$ cat src/rtl/memory_arbiter.sv
// memory_arbiter
//   Two-requester front end to a single memory port. Requester 0 is the core,
//   requester 1 is debug/DMA. One transaction is outstanding at a time: a
//   request is latched in IDLE, issued to memory in ISSUE (held until
//   mem_ready), then completed in WAIT by mem_valid or by a timeout.
//
// Ports
//   clk, reset            clock, asynchronous active-high reset
//   req_enable/command    per-requester strobe and command (0 read, 1 write)
//   req_address0/1        per-requester byte address
//   req_write_data0/1     per-requester store data
//   req_strobe0/1         per-requester byte enables
//   req_ready             both high in IDLE, else both low
//   req_valid/req_error   completion pulse to the granted requester; error = timeout
//   req_read_data         read data, nonzero only on a normal completion
//   mem_ready/mem_enable  memory handshake for the issued command
//   mem_command/address/write_data/strobe  latched command, zero when not enabled
//   mem_valid/mem_read_data  memory completion and return data
//
// state | meaning
// ------+---------------------------------------------------------------
// IDLE  | ready for a new request, round-robin grant on acceptance
// ISSUE | drive latched command, wait for mem_ready
// WAIT  | wait for mem_valid or timeout, then complete to the requester

module memory_arbiter #(
  parameter int unsigned TIMEOUT_CYCLES = 255
) (
  input  logic        clk,
  input  logic        reset,
  input  logic [1:0]  req_enable,
  input  logic [1:0]  req_command,
  input  logic [31:0] req_address0,
  input  logic [31:0] req_address1,
  input  logic [31:0] req_write_data0,
  input  logic [31:0] req_write_data1,
  input  logic [3:0]  req_strobe0,
  input  logic [3:0]  req_strobe1,
  output logic [1:0]  req_ready,
  output logic [1:0]  req_valid,
  output logic        req_error,
  output logic [31:0] req_read_data,
  input  logic        mem_ready,
  output logic        mem_enable,
  output logic        mem_command,
  output logic [31:0] mem_address,
  output logic [31:0] mem_write_data,
  output logic [3:0]  mem_strobe,
  input  logic        mem_valid,
  input  logic [31:0] mem_read_data
);

  localparam logic [7:0] TIMEOUT_LIMIT = 8'(TIMEOUT_CYCLES);

  typedef enum logic [1:0] {
    ST_IDLE  = 2'd0,
    ST_ISSUE = 2'd1,
    ST_WAIT  = 2'd2
  } state_t;

  state_t      state_q, state_d;
  logic        last_grant_q, last_grant_d;
  logic        grant_id_q, grant_id_d;
  logic        cmd_q, cmd_d;
  logic [31:0] addr_q, addr_d;
  logic [31:0] wdata_q, wdata_d;
  logic [3:0]  strobe_q, strobe_d;
  logic [7:0]  count_q, count_d;

  logic grant_sel;
  logic accept;
  logic complete_ok;
  logic complete_to;

  // Round robin only matters on a tie: the requester not granted last wins.
  always_comb begin
    grant_sel = 1'b0;
    case (req_enable)
      2'b01:   grant_sel = 1'b0;
      2'b10:   grant_sel = 1'b1;
      2'b11:   grant_sel = ~last_grant_q;
      default: grant_sel = 1'b0;
    endcase
    accept      = (state_q == ST_IDLE) && (req_enable != 2'b00);
    complete_ok = (state_q == ST_WAIT) && mem_valid;
    // A coincident mem_valid takes priority over the timeout.
    complete_to = (state_q == ST_WAIT) && !mem_valid && (count_q == TIMEOUT_LIMIT);
  end

  // State register and datapath flops
  always_ff @(posedge clk or posedge reset) begin
    if (reset) begin
      state_q      <= ST_IDLE;
      last_grant_q <= 1'b1;
      grant_id_q   <= 1'b0;
      cmd_q        <= 1'b0;
      addr_q       <= 32'h0;
      wdata_q      <= 32'h0;
      strobe_q     <= 4'h0;
      count_q      <= 8'h0;
    end else begin
      state_q      <= state_d;
      last_grant_q <= last_grant_d;
      grant_id_q   <= grant_id_d;
      cmd_q        <= cmd_d;
      addr_q       <= addr_d;
      wdata_q      <= wdata_d;
      strobe_q     <= strobe_d;
      count_q      <= count_d;
    end
  end

  // Next-state logic
  always_comb begin
    state_d = state_q;
    case (state_q)
      ST_IDLE:  if (accept) state_d = ST_ISSUE;
      ST_ISSUE: if (mem_ready) state_d = ST_WAIT;
      ST_WAIT:  if (complete_ok || complete_to) state_d = ST_IDLE;
      default:  state_d = ST_IDLE;
    endcase
  end

  // Request capture and timeout counter
  always_comb begin
    last_grant_d = last_grant_q;
    grant_id_d   = grant_id_q;
    cmd_d        = cmd_q;
    addr_d       = addr_q;
    wdata_d      = wdata_q;
    strobe_d     = strobe_q;
    count_d      = count_q;

    if (accept) begin
      last_grant_d = grant_sel;
      grant_id_d   = grant_sel;
      if (grant_sel) begin
        cmd_d    = req_command[1];
        addr_d   = req_address1;
        wdata_d  = req_write_data1;
        strobe_d = req_strobe1;
      end else begin
        cmd_d    = req_command[0];
        addr_d   = req_address0;
        wdata_d  = req_write_data0;
        strobe_d = req_strobe0;
      end
    end

    // The counter stops at the limit because the timeout leaves WAIT.
    if ((state_q == ST_ISSUE) && mem_ready) begin
      count_d = 8'h0;
    end else if ((state_q == ST_WAIT) && !complete_ok && !complete_to) begin
      count_d = count_q + 8'h1;
    end
  end

  // Outputs
  always_comb begin
    req_ready      = (state_q == ST_IDLE) ? 2'b11 : 2'b00;
    req_valid      = 2'b00;
    req_error      = complete_to;
    req_read_data  = complete_ok ? mem_read_data : 32'h0;
    if (complete_ok || complete_to) begin
      req_valid[grant_id_q] = 1'b1;
    end

    mem_enable     = (state_q == ST_ISSUE) && mem_ready;
    mem_command    = mem_enable ? cmd_q    : 1'b0;
    mem_address    = mem_enable ? addr_q   : 32'h0;
    mem_write_data = mem_enable ? wdata_q  : 32'h0;
    mem_strobe     = mem_enable ? strobe_q : 4'h0;
  end

endmodule

$ cat config.mk
export PLATFORM = sky130hd
export DESIGN_NAME = memory_arbiter
export DESIGN_NICKNAME = d
export VERILOG_FILES = /design/src/rtl/memory_arbiter.sv
export SDC_FILE = /design/constraint.sdc
export NUM_CORES = 1
export LEC_CHECK = 0
export ABC_AREA = 0
export BUFFER_PORTS_ARGS = -buffer_cell sky130_fd_sc_hd__buf_4
export CAP_MARGIN = 30
export CORE_MARGIN = 1.5
export CORE_UTILIZATION = 45
export CTS_CLUSTER_DIAMETER = 120
export DETAILED_ROUTE_END_ITERATION = 8
export HOLD_SLACK_MARGIN = 0.03
export PLACE_DENSITY = 0.81
export SYNTH_ARGS = -nofsm -noshare
export SYNTH_HDL_FRONTEND = slang
export SYNTH_SLANG_ARGS = --single-unit
$ cat constraint.sdc
create_clock -name clk -period 2.69 [get_ports clk]
set_input_delay 0.1345 -clock clk [delete_from_list [all_inputs] [get_ports clk]]
set_output_delay 0.1345 -clock clk [all_outputs]
set_load 0.02 [all_outputs]
[After elaboration in Yosys (flattened, before gate mapping)]
Cells that the tools add are included.
Operators by class
  order comparisons: 2
  $add $sub $neg: 1
  reductions and logical operators: 16
  bitwise gates (word level): 1
  mux-type cells: 20
  equality and inequality tests: 8
Operators by type and width (count)
  $mux 32: 5
  $mux 8: 2
  $mux 2: 5
  $add 8x1->8 const B: 1
  $eq 8x8->1 const B: 1
  $logic_and 1x1->1: 8
  $mux 4: 2
  $eq 2x2->1 const B: 3
  $ne 2x2->1 const B: 3
  $pmux 2 s3: 1
  $reduce_bool 2->1: 2
  $logic_not 1->1: 3
  $mux 1: 3
  $reduce_and 3->1: 1
  $eq 2x1->1 const B: 1
  $logic_not 2->1: 1
  $lt 1x2->1 const B: 1
  $pmux 1 s2: 1
  $demux 1 s1: 1
  $ge 1x1->1 const B: 1
  $logic_or 1x1->1: 1
  $not 1->1: 1
Word-level totals
  bits in registers: 81
  output and inout bits: 107
  word-level logic and storage cells: 56

[Longest topological paths before layout]
  word-level depth: 7
  gate-level depth with buffers: 5
  gate-level depth less buffers: 4

[Worst setup path before layout]
No wires, ideal clock.
  kind: reg2out
  start: register state_q[1]
  end: output port mem_strobe[0]
  cell stages (with the launch flop): 6
  path slack: 1.165 ns
  arrival time: 1.391 ns
  required time: 2.556 ns
  path through: dfrtp_1 > nand3b_2 > inv_1 > buf_2 > buf_2 > and2_1
Between the ends
  longest elaborated chain between the ends: 3
Ends and longest elaborated chain
  start: declaration: line 61  | state_t state_q, state_d;
  start signal: assignment: line 102  | state_q <= state_d;
  $eq 2x1->1: line 168  | mem_enable = (state_q == ST_ISSUE) && mem_ready;
  $logic_and 1x1->1: line 168
  named net mem_enable: line 44  | output logic mem_enable,
  $mux 4: line 172  | mem_strobe = mem_enable ? strobe_q : 4'h0;
  end: declaration: line 48  | output logic [3:0] mem_strobe,
The timed path passes the listed nets, and every way through them passes these cells.

[Final worst setup path]
  start: register state_q[1]
  end: output port mem_address[18]
Between the ends
  longest elaborated chain between the ends: 3
Ends and longest elaborated chain
  $eq 2x1->1: line 168
  $logic_and 1x1->1: line 168
  $mux 32: line 170  | mem_address = mem_enable ? addr_q : 32'h0;
  end: declaration: line 46  | output logic [31:0] mem_address,
Every way passes these cells.

==> flow_summary.yaml <==
synthesis:
  syn_area_per_cell_sq_um: 12.71
  yosys_most_used_dff: "dfrtp_1"
  synth_top_area_share: 0.3862
  netlist_area_sq_um: 5184
  synth_enable_flop_cells: 0
  synth_fp_nets: 585
  async_reset_ff_frac: 1.000
  synthCells: 408
  yosys.area.top_type: "dfrtp_1"
  yosys_warnings: 0
  yosys-top-cells-area: "dfrtp_1 (39%), mux2_4 (20%), and2_1 (12%)"
  yosysUniqueCellTypes: 40
  ys_ff_latch: 81
  seq_area_frac_synth: 0.3913
detailed_routing:
  viasPerCell: 4.899
  via_count: 4066
  firstDrtPassIters: 4
  drc: 0
  ant_nets: 0
  drt_iter0_drc: 122
  routed_wl_um: 13350
  wl_per_cell_um: 16.09
worst_hold_path:
  hold_class: "input pin to register"
  whs_path_depth: 3
global_routing:
  grtUsageTotal: 0.2111
  grt_pass1_vias: 4081
  grt_use_met2: 0.3924
  overflow: 0
  grt.busiest_layer: "met2"
  antenna_found_initial: 0
  grt_use_met1: 0.2358
  grt_pass1_wl_um: 19600
  met3_usage: 0.04350
  grt_max_degree: 45
clock_network:
  clk_latency_ps: 330
  h-tree-depth: 3
  cts_buffers: 9
  post_cts_resized: 0
  cts.sinks: 81
  cts_root_buf: "clkbuf_16"
  cts_tree: "done"
  clk_pin_slew_ps: 50
  clockBufferDepth: 2
final_layout:
  syn_to_final_growth_pct: 47.60
  final_nets: 859
  antenna_cells: 0
  layout_commonest_cell: "buf_4"
  num-fill-cells: 842
  final_layout_size_suffix_gt1_frac: 0.6259
  mostFrequentLayoutCells: "buf_4 (288), and2_1 (101), dfrtp_1 (80)"
  final_core_util: 0.6758
sta:
  maxSlewViolCount: 0
  rsz0062_at_grt: "false"
  worst_slack_ps: 697.9
  tns_ps: 0
  hold_viol_final: 0
  finClkSkew_ps: 8.526
  worst_pin_slew_ps: 685.0
  maxSlewHeadroom: 0.5428
  setup-violations-final: 0
  period_needed_ps: 1992
  fmax_mhz: 502.0
  fin_crit_sh: 0.7406
placed_design:
  place_ws_ps: 855.1
  gp_congestion: 0.7815
  dp_hpwl_um: 10360
  io_buffers: 282
setup_path:
  r2r_slack_ps: 870
  cp.arrival_ps: 1860
  worstPathRequired_ps: 2560
  r2r_end: "addr_q[5]"
  startpoint_type: "register"
  critPathMaxFanout: 44
  endpoint_kind: "output pin"
  crit_type: "register to output pin"
  worstRegToRegCells: 4
  rr_startpoint: "state_q[0]"
  critPathLaunch: "state_q[1]"
  crit_path_end: "mem_address[18]"
run_status:
  status: "finished clean"
pwr:
  p_per_area_nw_per_um2: 929.1
  ir_worst_vdd_mv: 0.4544
  finalPower_w: 0.007109
  leakage_nw: 3.856
die:
  io_pins: 283
  fp.coreArea_sq_um: 11320
  die_height_um: 110.3
  fp.dieArea_sq_um: 12170
  fp-row-count: 39
  start_util: 0.4579
  die_w_um: 110.3
run:
  cap_violations: 0
-- where the power goes --
part           switching, W  internal (W)  leakage, nW
combinational       0.00147       0.00202         2.72
clock              0.000461       0.00100        0.170
sequential         0.000341       0.00181        0.966
-- sequential cells by signal, indices dropped and copies added (netlist names) --
signal,cells
addr_q,32
wdata_q,32
count_q,8
strobe_q,4
state_q,2
cmd_q,1
grant_id_q,1
last_grant_q,1
-- routing by layer --
metal  part of all wire  vias up
li1                   -     1961
met1               0.37     1902
met2               0.54      179
met3              0.069       24
met4              0.024        0
met5                  0        -
-- metrics by stage --
| step | cell area [sq um] | cells | hold WS, ps |
|---|---|---|---|
| final | 7651 | 830 | 121.0 |
| after global routing | 7651 | 830 | 151.0 |
| after CTS | 7651 | 830 | 112.3 |
| after detailed placement | 7261 | 811 | 259.9 |
| after global placement | 7261 | 811 | 251.2 |
| after floorplan | 5184 | 408 | 204.5 |
-- critical path: stages (launching register included) --
cell,delay (ps)
dfrtp_1,430
nand3b_2,330
clkinv_1,100
buf_4,330
and2_1,200
buf_4,140
-- final cells by class --
cell class | instances | area [sq um] | share of cell area
sequential | 81 | 2028 | 0.2651
tap | 143 | 178.9 | 0.02339
multi-input combinational | 293 | 2835 | 0.3706
inverter | 4 | 16.27 | 0.002126
clock inverter | 5 | 127.6 | 0.01668
clock buffer | 11 | 232.7 | 0.03042
timing repair buffer | 293 | 2232 | 0.2917
-- synthesized netlist by cell type (2+ instances only) --
cell type and number:
buf_2 2, inv_1 4, a211oi_1 2, dfrtp_1 80, nand2_1 7, buf_4 2, mux2_2 48, nor2b_1 2
mux2i_1 3, mux2_4 69, and2_1 101, a31oi_1 3, nor3_1 4, buf_6 7, nor2_1 2, nand4_1 4
o21ai_0 2, a21oi_1 3, buf_12 8, clkbuf_1 11, a41oi_1 2, mux2_1 21, and4_1 4
-- timing repair --
| action | CTS | global route |
|---|---|---|
| hold endpoints to repair | 39 | 0 |
| buffers inserted | 0 | 0 |
| hold buffers | 3 | 0 |
-- cells by family after synthesis --
kind of cell | share of synthesized area
mux | 0.3555
simple gates | 0.1639
flops | 0.3913
buf+inv | 0.06179
compound gates | 0.02510
fa+ha+maj | 0.002413
-- worst min-delay path by stage --
stage                         endpoint            start
after floorplan           last_grant_q    req_enable[0]
after global placement      addr_q[21]            reset
after detailed placement    addr_q[21]            reset
after CTS                 last_grant_q    req_enable[1]
after global routing         addr_q[7]  req_address0[7]
final                     last_grant_q    req_enable[1]
Note: power is estimated with default switching activity, not from simulation.
